File: src/rtl/mmio_periph_if.sv
// Shared data-bus bundle between the core (master) and the MMIO peripheral
// block (slave).
//   mem_read   : read enable, gates read_data
//   mem_write  : write enable
//   address    : byte address
//   write_data : store data, sb/sh payload in the low bytes
//   funct3     : access size ([1] word, else [0] half, else byte)
//   read_data  : read value returned by the peripheral (0 when not reading)
interface mmio_periph_if;
    logic        mem_read;
    logic        mem_write;
    logic [31:0] address;
    logic [31:0] write_data;
    logic [2:0]  funct3;
    logic [31:0] read_data;

    modport master (
        output mem_read, mem_write, address, write_data, funct3,
        input  read_data
    );

    modport slave (
        input  mem_read, mem_write, address, write_data, funct3,
        output read_data
    );
endinterface

File: src/rtl/mmio_periph.sv
// Memory-mapped peripheral block in the top 64 bytes of the address space.
// Provides NUM_PWM PWM channels with double-buffered duty registers and a
// shared prescaler, free-running MICROS/MILLIS counters and a microsecond
// compare-match timer with a level interrupt.
//   clk       : core clock
//   rst_n     : asynchronous active-low reset
//   bus       : data bus (slave side); read_data is 0 unless mem_read
//   pwm_out   : registered PWM outputs, one per channel
//   irq       : compare interrupt = FLAG & IE
module mmio_periph #(
    parameter int CLK_FREQ_HZ = 12000000,
    parameter int NUM_PWM     = 4,
    parameter int PWM_BITS    = 8
) (
    input  logic               clk,
    input  logic               rst_n,
    mmio_periph_if.slave       bus,
    output logic [NUM_PWM-1:0] pwm_out,
    output logic               irq
);
    localparam int US_DIV = CLK_FREQ_HZ / 1000000;
    localparam int DIV_W  = (US_DIV > 1) ? $clog2(US_DIV) : 1;
    localparam logic [DIV_W-1:0]    DIV_LAST = DIV_W'(US_DIV - 1);
    localparam logic [PWM_BITS-1:0] CNT_MAX  = '1;

    // ------------------------------------------------------------------
    // State
    // ------------------------------------------------------------------
    logic [PWM_BITS-1:0] r_duty   [NUM_PWM];
    logic [PWM_BITS-1:0] r_shadow [NUM_PWM];
    logic [NUM_PWM-1:0]  r_pwm_out;
    logic [PWM_BITS-1:0] r_pwm_cnt;
    logic [15:0]         r_psc;
    logic [15:0]         r_prescale;
    logic                r_en;
    logic [31:0]         r_cmp;
    logic                r_flag;
    logic                r_ie;
    logic [31:0]         r_micros;
    logic [31:0]         r_millis;
    logic [DIV_W-1:0]    r_us_div;
    logic [9:0]          r_ms_sub;
    logic [31:0]         r_rd;

    // ------------------------------------------------------------------
    // Address decode and byte-lane steering
    // ------------------------------------------------------------------
    logic        w_sel;
    logic [3:0]  w_idx;
    logic        w_wr;
    logic [3:0]  w_be;
    logic [31:0] w_wdata;
    logic [31:0] w_wmask;

    assign w_sel = &bus.address[31:6];
    assign w_idx = bus.address[5:2];
    assign w_wr  = bus.mem_write & w_sel;

    // Sub-word stores arrive in the low bytes; replicate them across all
    // lanes so the byte enables alone pick the destination bytes.
    always_comb begin
        w_be    = 4'b0000;
        w_wdata = bus.write_data;
        if (bus.funct3[1]) begin
            w_be    = 4'b1111;
            w_wdata = bus.write_data;
        end else if (bus.funct3[0]) begin
            w_be    = bus.address[1] ? 4'b1100 : 4'b0011;
            w_wdata = {2{bus.write_data[15:0]}};
        end else begin
            w_be    = 4'b0001 << bus.address[1:0];
            w_wdata = {4{bus.write_data[7:0]}};
        end
    end

    for (genvar gi = 0; gi < 4; gi++) begin : g_mask
        assign w_wmask[gi*8 +: 8] = {8{w_be[gi]}};
    end

    logic w_wr_ctrl;
    logic w_wr_cmp;
    logic w_wr_stat;
    assign w_wr_ctrl = w_wr && (w_idx == 4'd8);
    assign w_wr_cmp  = w_wr && (w_idx == 4'd9);
    assign w_wr_stat = w_wr && (w_idx == 4'd10);

    // ------------------------------------------------------------------
    // Tick generation
    // ------------------------------------------------------------------
    logic        w_psc_tick;
    logic        w_cnt_wrap;
    logic        w_us_tick;
    logic        w_ms_wrap;
    logic [31:0] w_micros_inc;
    logic        w_cmp_hit;
    logic        w_flag_clr;
    logic        w_psc_clr;

    assign w_psc_tick   = (r_psc == r_prescale);
    assign w_cnt_wrap   = w_psc_tick && (r_pwm_cnt == CNT_MAX);
    assign w_us_tick    = (r_us_div == DIV_LAST);
    assign w_ms_wrap    = w_us_tick && (r_ms_sub == 10'd999);
    assign w_micros_inc = r_micros + 32'd1;
    assign w_cmp_hit    = w_us_tick && (w_micros_inc == r_cmp);
    assign w_flag_clr   = w_wr_stat && w_be[0] && w_wdata[0];
    // Only a write touching the PRESCALE bytes restarts the prescaler.
    assign w_psc_clr    = w_wr_ctrl && (w_be[1:0] != 2'b00);

    // ------------------------------------------------------------------
    // Per-channel next values
    // ------------------------------------------------------------------
    logic [PWM_BITS-1:0] w_duty_next [NUM_PWM];
    logic [NUM_PWM-1:0]  w_pwm_next;

    for (genvar gi = 0; gi < NUM_PWM; gi++) begin : g_chan
        logic w_wr_duty;
        assign w_wr_duty = w_wr && (w_idx == 4'(gi));
        assign w_duty_next[gi] = w_wr_duty
            ? ((r_duty[gi] & ~w_wmask[PWM_BITS-1:0]) | (w_wdata[PWM_BITS-1:0] & w_wmask[PWM_BITS-1:0]))
            : r_duty[gi];
        assign w_pwm_next[gi] = r_en & (r_pwm_cnt < r_shadow[gi]);
    end

    always_ff @(posedge clk or negedge rst_n) begin
        if (!rst_n) begin
            for (int i = 0; i < NUM_PWM; i++) begin
                r_duty[i]   <= '0;
                r_shadow[i] <= '0;
            end
            r_pwm_out <= '0;
        end else begin
            for (int i = 0; i < NUM_PWM; i++) begin
                r_duty[i] <= w_duty_next[i];
                // Shadow takes the pre-edge duty, so a write landing on the
                // wrap edge waits for the following period.
                if (w_cnt_wrap) begin
                    r_shadow[i] <= r_duty[i];
                end
            end
            r_pwm_out <= w_pwm_next;
        end
    end

    // ------------------------------------------------------------------
    // Control, timer and counter registers
    // ------------------------------------------------------------------
    always_ff @(posedge clk or negedge rst_n) begin
        if (!rst_n) begin
            r_pwm_cnt  <= '0;
            r_psc      <= 16'd0;
            r_prescale <= 16'd0;
            r_en       <= 1'b1;
            r_cmp      <= 32'd0;
            r_flag     <= 1'b0;
            r_ie       <= 1'b0;
            r_micros   <= 32'd0;
            r_millis   <= 32'd0;
            r_us_div   <= '0;
            r_ms_sub   <= 10'd0;
        end else begin
            if (w_psc_tick) begin
                r_pwm_cnt <= r_pwm_cnt + 1'b1;
            end
            if (w_psc_tick || w_psc_clr) begin
                r_psc <= 16'd0;
            end else begin
                r_psc <= r_psc + 16'd1;
            end

            if (w_wr_ctrl) begin
                r_prescale <= (r_prescale & ~w_wmask[15:0]) | (w_wdata[15:0] & w_wmask[15:0]);
                if (w_be[3]) begin
                    r_en <= w_wdata[31];
                end
            end

            if (w_wr_cmp) begin
                r_cmp <= (r_cmp & ~w_wmask) | (w_wdata & w_wmask);
            end

            if (w_wr_stat && w_be[0]) begin
                r_ie <= w_wdata[1];
            end
            // A set on the same edge as a W1C wins.
            r_flag <= (r_flag & ~w_flag_clr) | w_cmp_hit;

            if (w_us_tick) begin
                r_us_div <= '0;
                r_micros <= w_micros_inc;
                r_ms_sub <= w_ms_wrap ? 10'd0 : r_ms_sub + 10'd1;
            end else begin
                r_us_div <= r_us_div + 1'b1;
            end
            if (w_ms_wrap) begin
                r_millis <= r_millis + 32'd1;
            end
        end
    end

    // ------------------------------------------------------------------
    // Read path: capture every edge, gate combinationally with mem_read
    // ------------------------------------------------------------------
    logic [31:0] w_rd_val;

    always_comb begin
        w_rd_val = 32'd0;
        if (w_sel) begin
            case (w_idx)
                4'd8:    w_rd_val = {r_en, 15'd0, r_prescale};
                4'd9:    w_rd_val = r_cmp;
                4'd10:   w_rd_val = {30'd0, r_ie, r_flag};
                4'd13:   w_rd_val = r_micros;
                4'd14:   w_rd_val = r_millis;
                default: begin
                    for (int i = 0; i < NUM_PWM; i++) begin
                        if (w_idx == 4'(i)) begin
                            w_rd_val = 32'(r_duty[i]);
                        end
                    end
                end
            endcase
        end
    end

    always_ff @(posedge clk or negedge rst_n) begin
        if (!rst_n) begin
            r_rd <= 32'd0;
        end else begin
            r_rd <= w_rd_val;
        end
    end

    assign bus.read_data = bus.mem_read ? r_rd : 32'd0;
    assign pwm_out       = r_pwm_out;
    assign irq           = r_flag & r_ie;
endmodule

File: src/flat_wrapper.sv
// flat-port wrapper written by rule: the top's interface ports become plain ports
module mmio_periph_flat 
#(
    parameter int CLK_FREQ_HZ = 12000000,
    parameter int NUM_PWM     = 4,
    parameter int PWM_BITS    = 8
)
  (clk, rst_n, pwm_out, irq, bus_mem_read, bus_mem_write, bus_address, bus_write_data, bus_funct3, bus_read_data);
  mmio_periph_if bus_i ();
  input  logic clk;
  input  logic rst_n;
  output logic [NUM_PWM-1:0] pwm_out;
  output logic irq;
  input wire logic [$bits(bus_i.mem_read)-1:0] bus_mem_read;
  input wire logic [$bits(bus_i.mem_write)-1:0] bus_mem_write;
  input wire logic [$bits(bus_i.address)-1:0] bus_address;
  input wire logic [$bits(bus_i.write_data)-1:0] bus_write_data;
  input wire logic [$bits(bus_i.funct3)-1:0] bus_funct3;
  output wire logic [$bits(bus_i.read_data)-1:0] bus_read_data;
  assign bus_i.mem_read = bus_mem_read;
  assign bus_i.mem_write = bus_mem_write;
  assign bus_i.address = bus_address;
  assign bus_i.write_data = bus_write_data;
  assign bus_i.funct3 = bus_funct3;
  assign bus_read_data = bus_i.read_data;
  mmio_periph #(.CLK_FREQ_HZ(CLK_FREQ_HZ), .NUM_PWM(NUM_PWM), .PWM_BITS(PWM_BITS)) u_core (.clk(clk), .rst_n(rst_n), .bus(bus_i), .pwm_out(pwm_out), .irq(irq));
endmodule
File: config.mk
export PLATFORM = sky130hd
export DESIGN_NAME = mmio_periph_flat
export DESIGN_NICKNAME = d
export VERILOG_FILES = /design/src/rtl/mmio_periph_if.sv /design/src/rtl/mmio_periph.sv /design/src/flat_wrapper.sv
export SDC_FILE = /design/constraint.sdc
export NUM_CORES = 1
export LEC_CHECK = 0
export CAP_MARGIN = 20
export CORE_ASPECT_RATIO = 0.9
export CORE_UTILIZATION = 35
export CTS_BUF_LIST = sky130_fd_sc_hd__clkbuf_4 sky130_fd_sc_hd__clkbuf_8
export CTS_CLUSTER_DIAMETER = 60
export DETAILED_ROUTE_END_ITERATION = 8
export GPL_TIMING_DRIVEN = 1
export PLACE_DENSITY_LB_ADDON = 0.15
export REMOVE_ABC_BUFFERS = 1
export SETUP_SLACK_MARGIN = 0.4
export SYNTH_ARGS = -nofsm -noshare
export SYNTH_HDL_FRONTEND = slang
export SYNTH_SLANG_ARGS = --single-unit
File: constraint.sdc
create_clock -name clk -period 5.4 [get_ports clk]
set_input_delay 0.54 -clock clk [delete_from_list [all_inputs] [get_ports clk]]
set_output_delay 0.54 -clock clk [all_outputs]
set_load 0.01 [all_outputs]
==> impl_summary.md, run 1 <==
Detailed routing
The detailed-route wire length is roughly 39000 µm. The DRC marker count from the first detailed-route iteration is approximately 800. The routed length per placed instance is between 15 and 20 µm. Once detail routing completed, the nets flagged for antenna violations numbered 0. For this run, the detailed router's first-pass iteration total came to 6.

The via-per-instance ratio is slightly above 5. The DRC violation count after routing is 0. The via count is 10700.

Synthesis
For this run, the number of Yosys warnings is 0. The synthesized area divided by synthesized cell count is between 9 and 10 µm². The number of cells produced by synthesis is about 1400. The mapped cell area is 0.0137 mm². Synthesis inferred around 250 register bits.

Ranked by total cell area, the synthesized netlist is headed by sky130_fd_sc_hd__dfrtp_1 (46%), sky130_fd_sc_hd__xnor2_1 (5.8%), sky130_fd_sc_hd__mux2_2 (5.0%). sky130_fd_sc_hd__dfrtp_1 takes more of the synthesized area than any other cell. Counting flops with a built-in enable in the synthesized netlist gives 0. The fraction of registers with async set/reset is 1.00.

Of the post-synthesis cell area, the dominant cell type holds 0.462. For this run, the leading register cell type out of synthesis is sky130_fd_sc_hd__dfrtp_1. The netlist uses just over 70 different library cells.

For this run, the register share of the synthesized area comes to 0.464.

CTS
CTS placed an instance of sky130_fd_sc_hd__clkbuf_8 at the clock tree root. The total of cells resized after clock tree synthesis is 0. Counting the buffers created by CTS gives 47. The clock latency at the later pin of the worst-skew pair is 0.58 ns. TritonCTS built the clock tree. In this run the post-CTS setup repair buffer count came out at 0.

Counting along the longest clock path gives a buffer depth of 3. The number of levels in the clock H-tree is 2. The clock slew seen by the registers of the worst setup and hold paths is ~0.060 ns.

The number of clock sinks seen by CTS is ~250. The number of buffers added to fix hold violations after cts is 1.

Min path
The class of the worst hold path is flip-flop to flip-flop.

Global route
The initial antenna violation count is 1. The number of global-route vias before repair is between 10000 and 15000. The wire length of the first global-routing pass is between 60000 and 70000 µm. Entering global routing, the biggest net connects around 120 pins.

The global router's overall resource usage is 0.202. Summed over all layers, the global routing overflow is 0.

STA
The minimum clock period is roughly 3.7 ns. Setup violations remaining at the end of the flow were counted as 0. The final clock period utilization by the worst path is 0.688.

Setup repair after global routing left no endpoint under its margin. Setup total negative slack on the finished layout was measured at 0 ns. The number of pins with negative max-slew slack in the final report came to 0.

At the pin with the least slew margin, the transition time is between 1 and 1.5 ns. The setup slack after layout is ~1.7 ns. The final count of hold timing violations is 0.

The maximum achievable frequency is approximately 0.27 GHz. On the final layout, the worst clock skew is 0.0198 ns. The worst relative slew slack is 0.272.

Finish
The most frequent standard cell in the layout excluding fill and tap cells is sky130_fd_sc_hd__dfrtp_1. From synthesis to final layout, the design area changed by 18.7%. At the end of the flow, the number of nets in the layout was approximately 1600. The number of standard cells in the layout, taps in and fillers out is approximately 2000. Once layout is complete, the utilization of the core stands at 0.422. The filler cells instantiated in the layout total around 3800. Leaving out fill and tap cells, the most frequent cells in the layout are sky130_fd_sc_hd__dfrtp_1 (252), sky130_fd_sc_hd__nand2_1 (123), sky130_fd_sc_hd__nor2_1 (121). The number of antenna repair diodes is 0. The final design area excluding fillers is between 0.015 and 0.02 mm². The proportion of layout cells with a drive suffix above 1 is 0.128.

Place
The instance area after placement is about 0.015 mm². The minimum setup slack after placement is between 1 and 1.5 ns. The congestion estimate from routability-driven global placement came to just over 0.8. The sum of net half-perimeters after detailed placement is ~28000 µm. Buffers placed on the I/O ports in this run total about 110.

The placed instance count is just under 2000.

Critical path
The arrival time reported for the critical path endpoint is about 4.2 ns. Along the worst path, the maximum fanout reaches 11. The worst setup path is launched from a flip-flop. The nature of the critical path endpoint is a flip-flop.

The critical setup path kind is flip-flop to flip-flop. The worst endpoint required time is slightly below 6 ns.

Die
The width of the chip is 210 µm. The effective utilization at floorplan is 0.356. The standard cell core area is around 0.038 mm². From bottom edge to top edge, the die measures approximately 190 µm.

The die area is about 0.040 mm². The top-level I/O count is 108. The floorplan has 68 rows.

Job
Max-cap violations in this run came to 0.

Status
The run finished with clean final reports.

Power
For this design the ratio of total power to cell area is 253 mW/mm². VDD sags by at most between 0.1 and 0.15 mV. For this design the static power due to leakage is 0.00696 µW.
## power breakdown
| part | internal (µW) | total [µW] | switching (µW) |
|---|---|---|---|
| Sequential | 1900 | 1900 | 4.48 |
| Combinational | 87.5 | 232 | 145 |
| Clock | 1140 | 1960 | 824 |
## logic make-up after synthesis
family                   synth area share
flip-flops                          0.464
buffers and inverters              0.0453
AND/OR/NAND/NOR                     0.182
multiplexers                       0.0701
XOR/XNOR                           0.0930
adder cells (fa/ha/maj)            0.0312
AO/OA/AOI/OAI                       0.115
## layout make-up
cell class | count | area, µm² | area share
Multi-Input combinational cell | 1009 | 6710 | 0.414
Sequential cell | 253 | 6330 | 0.391
Timing Repair Buffer | 136 | 1320 | 0.0813
Clock buffer | 74 | 931 | 0.0575
Tap cell | 525 | 657 | 0.0405
Inverter | 51 | 191 | 0.0118
Clock inverter | 7 | 67.6 | 0.00417
## worst max-delay path, cell delays in order (launching register included)
cell                        delay (ns)
sky130_fd_sc_hd__dfrtp_1          0.65
sky130_fd_sc_hd__nand4_4          0.25
sky130_fd_sc_hd__nor4_1           0.97
sky130_fd_sc_hd__nand3_1          0.36
sky130_fd_sc_hd__a2111oi_0        0.86
sky130_fd_sc_hd__nand4_1          0.33
sky130_fd_sc_hd__o21ai_1          0.22
## cells in the mapped netlist (21+ instances only)
| cell | number |
|---|---|
| sky130_fd_sc_hd__xor2_1 | 54 |
| sky130_fd_sc_hd__o21ai_0 | 70 |
| sky130_fd_sc_hd__a21o_1 | 22 |
| sky130_fd_sc_hd__and2_1 | 37 |
| sky130_fd_sc_hd__nand2_1 | 123 |
| sky130_fd_sc_hd__a21oi_1 | 70 |
| sky130_fd_sc_hd__dfrtp_1 | 252 |
| sky130_fd_sc_hd__nand3_1 | 45 |
| sky130_fd_sc_hd__a22oi_1 | 21 |
| sky130_fd_sc_hd__mux2i_1 | 27 |
| sky130_fd_sc_hd__xnor2_1 | 91 |
| sky130_fd_sc_hd__nand4_1 | 44 |
| sky130_fd_sc_hd__and3_1 | 21 |
| sky130_fd_sc_hd__ha_1 | 34 |
| sky130_fd_sc_hd__clkbuf_1 | 53 |
| sky130_fd_sc_hd__inv_1 | 50 |
| sky130_fd_sc_hd__mux2_2 | 61 |
| sky130_fd_sc_hd__nor3_1 | 27 |
| sky130_fd_sc_hd__nor2_1 | 122 |
## metal layers
metal,vias up,global-route usage,routed length (µm)
li1,5094,-,-
met1,5203,0.297,19400
met2,306,0.298,16600
met3,56,0.0403,2380
met4,0,0.0634,899
met5,-,0,0
## path summary, 6_finish.rpt
kind	to	slack (ns)	cells past startpoint	from
worst min-delay path	u_core.r_millis[31]	0.47	1	u_core.r_millis[31]
min in group asynchronous	u_core.pwm_out[2]	0.57	2	rst_n
max in group asynchronous	u_core.r_ms_sub[2]	3.70	3	rst_n
worst min register to register	u_core.r_millis[31]	0.47	1	u_core.r_millis[31]
worst max register to register	u_core.r_flag	1.68	6	u_core.r_micros[7]
worst max-delay path	u_core.r_flag	1.68	6	u_core.r_micros[7]
## through the flow
| step | hold slack [ns] | power [µW] |
|---|---|---|
| floorplan | 0.244 | 2000 |
| global placement | 0.447 | 2170 |
| detailed placement | 0.457 | 2170 |
| CTS | 0.471 | 4160 |
| global route | 0.502 | 4260 |
| finish | 0.468 | 4090 |
Note: power is estimated with default switching activity, not from simulation.
==> inputs of run 2 (changes only) <==
==> constraint.sdc (replaced) <==
create_clock -name clk -period 3.38 [get_ports clk]
set_input_delay 0.338 -clock clk [delete_from_list [all_inputs] [get_ports clk]]
set_output_delay 0.338 -clock clk [all_outputs]
set_load 0.01 [all_outputs]
==> run 2 against run 1 <==
Net effect: non-clock buffer count grew 35; total power grew 58%; clock-buffer cell count grew 2; sequential share of layout area shrank 0.52 points; routed wire length grew 1.7%; core utilization grew 0.58 points; maximum frequency grew 29%; critical path type unchanged; critical endpoint unchanged; largest cell class unchanged.
==> impl_summary.md, run 2 (synthesis results as in run 1) <==
Global route
The initial antenna violation count is 1. For this run, the total global-route usage over all layers was measured as 0.206. Entering global routing, the biggest net connects 103 pins. The first global-routing pass estimated roughly 63000 µm of wire. The number of global-route vias before repair is around 11000. The total congestion overflow is 0.

Finish
The net total in the final layout is between 1500 and 2000. Leaving out fill and tap cells, the most frequent cells in the layout are sky130_fd_sc_hd__dfrtp_1 (251), sky130_fd_sc_hd__nand2_1 (123), sky130_fd_sc_hd__nor2_1 (121). The most frequent standard cell in the layout excluding fill and tap cells is sky130_fd_sc_hd__dfrtp_1.

The number of antenna repair diodes is 0. Compared with the post-synthesis result, the final layout area differs by 20.3%. The footprint of the multi-input gates is roughly 0.0067 mm². Summing all flip-flop and latch instances after layout gives around 0.0063 mm².

The proportion of layout cells with a drive suffix above 1 is 0.148. Fill cells in the final layout number around 3700. The final design area excluding fillers is 0.0164 mm².

Detailed routing
The DRC violation count after routing is 0. The detailed-route wire length is 39900 µm. The DRC marker count from the first detailed-route iteration is approximately 750. After detailed routing, the number of vias per cell comes to ~5. In the final routed layout, each cell accounts on average for between 15 and 20 µm.

The via count is 10700. In this run the remaining antenna-violating nets after routing total 0. The number of search-and-repair iterations in the first detailed-routing pass is 8.

Die
The standard cell core area is between 0.03 and 0.04 mm². The floorplan step defined a die boundary enclosing 0.0398 mm². The width of the chip is between 200 and 250 µm. The effective utilization at floorplan is 0.356.

The top-level I/O count is roughly 110. The initialized floorplan defines between 60 and 70 standard-cell rows. The chip height is around 190 µm.

Critical path
The terminus of the critical flop-to-flop path is u_core.r_flag. The worst setup path is of the flip-flop to flip-flop kind. The startpoint type of the worst setup path is a flip-flop.

For the worst setup path, the data arrival time is approximately 3.4 ns. The logic depth of the worst register-to-register path is 8. The worst endpoint required time is ~3.9 ns.

The reg-to-reg critical path startpoint is u_core.r_micros[1]. The register-to-register setup slack is about 0.51 ns. Along the worst path, the maximum fanout reaches 6. The nature of the critical path endpoint is a flip-flop.

Min path
The tightest min-delay check is of the primary input to asynchronous set/reset pin type.

STA
The setup TNS after final layout is 0 ns. The minimum clock period is between 2 and 3 ns. Setup repair after global routing could not meet its margin everywhere. The actual transition at the worst max-transition pin is between 0.8 and 0.9 ns. Headroom to the max-slew limit came out at 0.427. Static timing analysis puts the maximum clock frequency at roughly 0.35 GHz. The number of pins with negative max-slew slack in the final report came to 0. The final clock period utilization by the worst path is 0.850.

The final-report setup violation count is 0. On the final layout, the worst clock skew is 0.0166 ns. The final count of hold timing violations is 0. The setup slack after layout is between 0.5 and 0.6 ns.

Place
The weighted congestion reported at the end of routability-driven placement is between 0.8 and 0.9. The number of buffers inserted by port buffering is 106. Timing analysis after detailed placement gives a worst setup slack of roughly 0.06 ns. The sum of net half-perimeters after detailed placement is approximately 29000 µm. The instance area after placement is 0.0154 mm².

CTS
The TritonCTS clock tree is yes. The H-tree generated during clock tree synthesis spans 2 levels. The clock latency at the later pin of the worst-skew pair is roughly 0.60 ns. Clock-pin slew was measured on the worst setup and hold paths at around 0.060 ns. In this run the clock root is driven by a sky130_fd_sc_hd__clkbuf_8.

The worst-case clock buffer depth is 3. Clock tree synthesis found a total of approximately 250 sinks. The TritonCTS buffer count is 46.

Power
The cell leakage power is approximately 0.0071 µW. The total power density per cell area is approximately 390 mW/mm². IR analysis of the VDD net gives a maximum drop of 0.207 mV.

Job
The number of max-cap violations is 0.

Status
The run finished with clean final reports.
[run 2: area by class of cell]
cell class / count / area share
flip-flops and latches: 253 / 0.386
well taps: 525 / 0.0400
clock inverters: 3 / 0.00107
multi-input cells: 1009 / 0.409
inverters: 51 / 0.0117
repair buffers: 171 / 0.0955
clock buffers: 76 / 0.0576
[run 2: how the worst max path moves through the flow]
| stage | startpoint | to | depth (start not counted) |
|---|---|---|---|
| floorplan | u_core.r_us_div[0] | u_core.r_millis[31] | 8 |
| global placement | bus_address[12] | flip-flop | 10 |
| detailed placement | bus_address[12] | flip-flop | 10 |
| CTS | u_core.r_micros[0] | u_core.r_flag | 8 |
| global route | u_core.r_micros[1] | u_core.r_flag | 8 |
| finish | u_core.r_micros[1] | u_core.r_flag | 8 |
[run 2: metal layers]
metal / track usage / wire length, µm / up-vias
li1: - / - / 5153
met1: 0.311 / 19900 / 5243
met2: 0.303 / 17000 / 305
met3: 0.0383 / 2430 / 46
met4: 0.0469 / 622 / 0
met5: 0 / 0 / -
[run 2: critical path: stages, from the launching register on]
cell and delay, ns:
sky130_fd_sc_hd__dfrtp_1 0.47, sky130_fd_sc_hd__ha_2 0.28, sky130_fd_sc_hd__nand4_1 0.12, sky130_fd_sc_hd__or4_4 0.55
sky130_fd_sc_hd__or4b_1 0.51, sky130_fd_sc_hd__a21oi_1 0.17, sky130_fd_sc_hd__o21ai_1 0.09, sky130_fd_sc_hd__a2111o_1 0.48
sky130_fd_sc_hd__o21ai_1 0.13
[run 2: power by group]
part           internal [µW]  switching, µW  leakage, µW  total, µW
registers               3030           6.91      0.00349       3040
logic                    146            236      0.00312        382
clock network           1750           1300     0.000513       3050
total                   4930           1540      0.00712       6470
[run 2: timing repair]
item / 4_1_cts / 5_1_grt
hold buffers: 1 / 0
gates resized for setup: 0 / 3
buffers inserted: 0 / 1
setup endpoints to repair: 0 / 7
endpoints found under the hold margin: 97 / 0
[run 2: stage by stage]
stage                     cells   util  hold WS (ns)  total power [µW]
after floorplan            1313      -        0.0424              3190
after global placement     2006  0.402         0.449              3470
after detailed placement   2006  0.402         0.454              3470
after CTS                  2086  0.428         0.373              6560
after global routing       2088  0.428         0.419              6730
final                      2088  0.428         0.384              6470
==> inputs of run 3 (changes only) <==
==> constraint.sdc (replaced) <==
create_clock -name clk -period 2.5 [get_ports clk]
set_input_delay 0.25 -clock clk [delete_from_list [all_inputs] [get_ports clk]]
set_output_delay 0.25 -clock clk [all_outputs]
set_load 0.01 [all_outputs]
==> run 3 against run 2 <==
Net effect: global-route usage increased by 1.3 points; combinational power is 41% higher; clock-buffer cell count stayed put; clock power up 42%; first-iteration DRC count increased by 26%; clock skew grew 0.0025 ns; critical path depth unchanged; register-to-register slack got worse by 0.49 ns; highest routed layer unchanged.
==> impl_summary.md, run 3 (synthesis results as in run 1) <==
Finish
The number of antenna diodes in the final layout is 0. In the layout the commonest cells are sky130_fd_sc_hd__dfrtp_1 (239), sky130_fd_sc_hd__buf_4 (152), sky130_fd_sc_hd__nor2_1 (115). The most frequent standard cell in the layout excluding fill and tap cells is sky130_fd_sc_hd__dfrtp_1. The area overhead of the layout relative to synthesis is 35.1%. Of the cells placed in the final design, the portion with a size suffix greater than 1 is 0.290. After the last flow step, the layout net total stands at roughly 1800.

Critical path
The critical path goes through ha_2, nand4_1, or4_4, or4b_1, a21oi_1, o21ai_1, a2111o_1, o21ai_1. The startpoint identified for the worst register-to-register timing path is u_core.r_micros[1]. The worst-path maximum fanout is 3.

In this design, the critical path's most frequently occurring cell is sky130_fd_sc_hd__o21ai_1. For this run, the slowest stage of the critical path takes roughly 0.48 ns. The critical setup path kind is flip-flop to flip-flop. The terminus of the critical flop-to-flop path is u_core.r_flag.

The slowest stage cell on the critical path is sky130_fd_sc_hd__or4b_1. The worst endpoint required time is just over 3 ns. The startpoint type of the worst setup path is a flip-flop. For flop-to-flop paths, the worst setup slack is between 0.02 and 0.025 ns. The number of cells on the worst reg-to-reg path is 8. The nature of the critical path endpoint is a flip-flop. The cell family contributing the most delay on the critical path is simple AND/OR/NAND/NOR gates. The buffer and inverter count on the worst path is 0.

Data arrives at the worst endpoint at between 3 and 4 ns.

Power
The analysis attributes to net switching a power of 2130 µW. The clock share of power is 0.482. Of the total power, the share spent switching nets is 0.237.

The internal power of the cells totals a little under 7000 µW. The share of total power dissipated in sequential elements is 0.458. Of the total power, combinational logic draws 0.060. VDD sags by at most around 0.27 mV. For this design the static power due to leakage is approximately 0.0085 µW. The total power density per cell area is a little under 500 mW/mm².

The post-route total power is between 8000 and 9000 µW.

CTS
In this run, CTS created clock tree buffers numbering between 40 and 50. The clock passes through at most 3 buffers. The clock latency at the later pin of the worst-skew pair is 0.61 ns.

Clock tree synthesis selected as its root buffer the cell sky130_fd_sc_hd__clkbuf_8. The number of levels in the clock H-tree is 2. TritonCTS built the clock tree. The number of clock sinks seen by CTS is around 250.

Clock-pin slew was measured on the worst setup and hold paths at 0.07 ns.

Min path
The min-delay analysis places its worst path in the category primary input to asynchronous set/reset pin.

Global route
The initial antenna violation count is 3. The number of global-route vias before repair was between 10000 and 15000. The pin count of the biggest net entering global routing is 75.

The global router's overall resource usage is 0.219. After global routing the overflow that remains totals 0. The first global-routing pass estimated roughly 67000 µm of wire.

STA
The final count of hold timing violations came to 0. The number of pins with negative max-slew slack in the final report was 0. Setup repair after global routing could not meet its margin everywhere. The worst slack on hold paths is 0.142 ns. Summed over all failing endpoints, the final setup total negative slack is 0 ns. The final-report setup violation count is 0.

The actual transition at the worst max-transition pin is between 0.9 and 1 ns. Timing would allow up to ~0.40 GHz. The worst relative slew slack is 0.386. The clock arrives with about 0.019 ns of skew. The minimum clock period is between 2 and 2.5 ns.

Of the available clock period, the critical path in the final layout requires 0.991.

Status
The run finished with clean final reports.

Die
The effective utilization at floorplan is 0.356. The chip height is ~190 µm. around 110 I/O pins were placed.

The floorplan has 68 rows. The die covers around 0.040 mm². The width of the chip is between 200 and 250 µm. In this run the standard cell core region covers around 0.038 mm².

Detailed routing
The DRC marker count from the first detailed-route iteration is 944. Wires add up to 43400 µm. The pre-antenna-repair detailed-routing pass consisted of 6 iterations. The via-per-instance ratio is ~5.1. The routed length per placed instance is ~20 µm. In the routed design, unresolved DRC markers number 0. The detailed router placed approximately 11000 vias in this run. The detail route stage leaves a number of antenna-violating nets equal to 0.

Place
The number of buffers inserted by port buffering is roughly 110. After legalization and detailed placement, the total HPWL measured roughly 31000 µm. The weighted congestion reported at the end of routability-driven placement is ~0.9.

Job
Max-cap violations in this run came to 0.
[run 3: changes by cell type in the layout (fill, tap and decap cells not counted), moves of 18 or more]
cell                              before  now
sky130_fd_sc_hd__nand2_1             123   88
sky130_fd_sc_hd__o21ai_0              70   42
sky130_fd_sc_hd__clkdlybuf4s50_1     103   79
sky130_fd_sc_hd__nand2_2               0   18
sky130_fd_sc_hd__o21ai_2               0   22
sky130_fd_sc_hd__buf_6                 0   20
sky130_fd_sc_hd__buf_4                61  152
[run 3: how the worst max path moves through the flow]
stage	from	end	slack (ns)	depth (start not counted)
floorplan	u_core.r_us_div[0]	u_core.r_millis[31]	-0.62	8
global placement	bus_address[12]	flip-flop	-0.63	11
detailed placement	bus_address[12]	flip-flop	-0.70	11
CTS	u_core.r_micros[1]	u_core.r_flag	0.001	8
global route	u_core.r_micros[1]	u_core.r_flag	-0.09	8
finish	u_core.r_micros[1]	u_core.r_flag	0.02	8
[run 3: stage by stage]
stage / std cells / util / cell area [µm²] / setup WS (ns)
floorplan: 1313 / - / 13200 / -0.615
global placement: 2105 / 0.424 / 16300 / -0.633
detailed placement: 2105 / 0.424 / 16300 / -0.703
CTS: 2205 / 0.465 / 17900 / 0.00121
global route: 2218 / 0.481 / 18400 / -0.0933
finish: 2218 / 0.481 / 18400 / 0.0221
[run 3: layout make-up]
type | count | area, µm²
timing repair buffer | 297 | 2820
inverter | 51 | 191
clock buffer | 76 | 927
tap | 525 | 657
multi-input combinational | 1009 | 7410
clock inverter | 7 | 91.3
fill | 3606 | 19900
sequential | 253 | 6350
[run 3: worst reg2reg max path: stages, from the launching register on]
cell and delay, ns:
sky130_fd_sc_hd__dfrtp_1 0.38, sky130_fd_sc_hd__ha_2 0.21, sky130_fd_sc_hd__nand4_1 0.11, sky130_fd_sc_hd__or4_4 0.45
sky130_fd_sc_hd__or4b_1 0.48, sky130_fd_sc_hd__a21oi_1 0.14, sky130_fd_sc_hd__o21ai_1 0.07, sky130_fd_sc_hd__a2111o_1 0.42
sky130_fd_sc_hd__o21ai_1 0.15
[run 3: metal layers]
metal / GRT usage / wire (µm) / share of wire / up-vias
met5: 0 / 0 / 0 / -
met2: 0.320 / 18700 / 0.43 / 323
li1: - / - / - / 5418
met3: 0.0401 / 2650 / 0.061 / 37
met4: 0.0488 / 544 / 0.013 / 0
met1: 0.334 / 21600 / 0.50 / 5619
[run 3: what timing repair did]
| item | 4_1_cts | 5_1_grt |
|---|---|---|
| endpoints found under the hold margin | 167 | 0 |
| gates cloned | 4 | 0 |
| setup endpoints to repair | 154 | 109 |
| pin swaps | 34 | 31 |
| resized for setup | 160 | 128 |
| buffers inserted | 12 | 13 |
| hold buffers | 1 | 0 |
[run 3: power groups by stage]
stage          combinational (µW)  clock [µW]  sequential (µW)
2_1_floorplan                 136           0             4180
3_3_place_gp                  548           0             4180
3_5_place_dp                  548           0             4180
4_1_cts                       544        4440             4110
5_1_grt                       591        4630             4110
6_report                      540        4330             4110
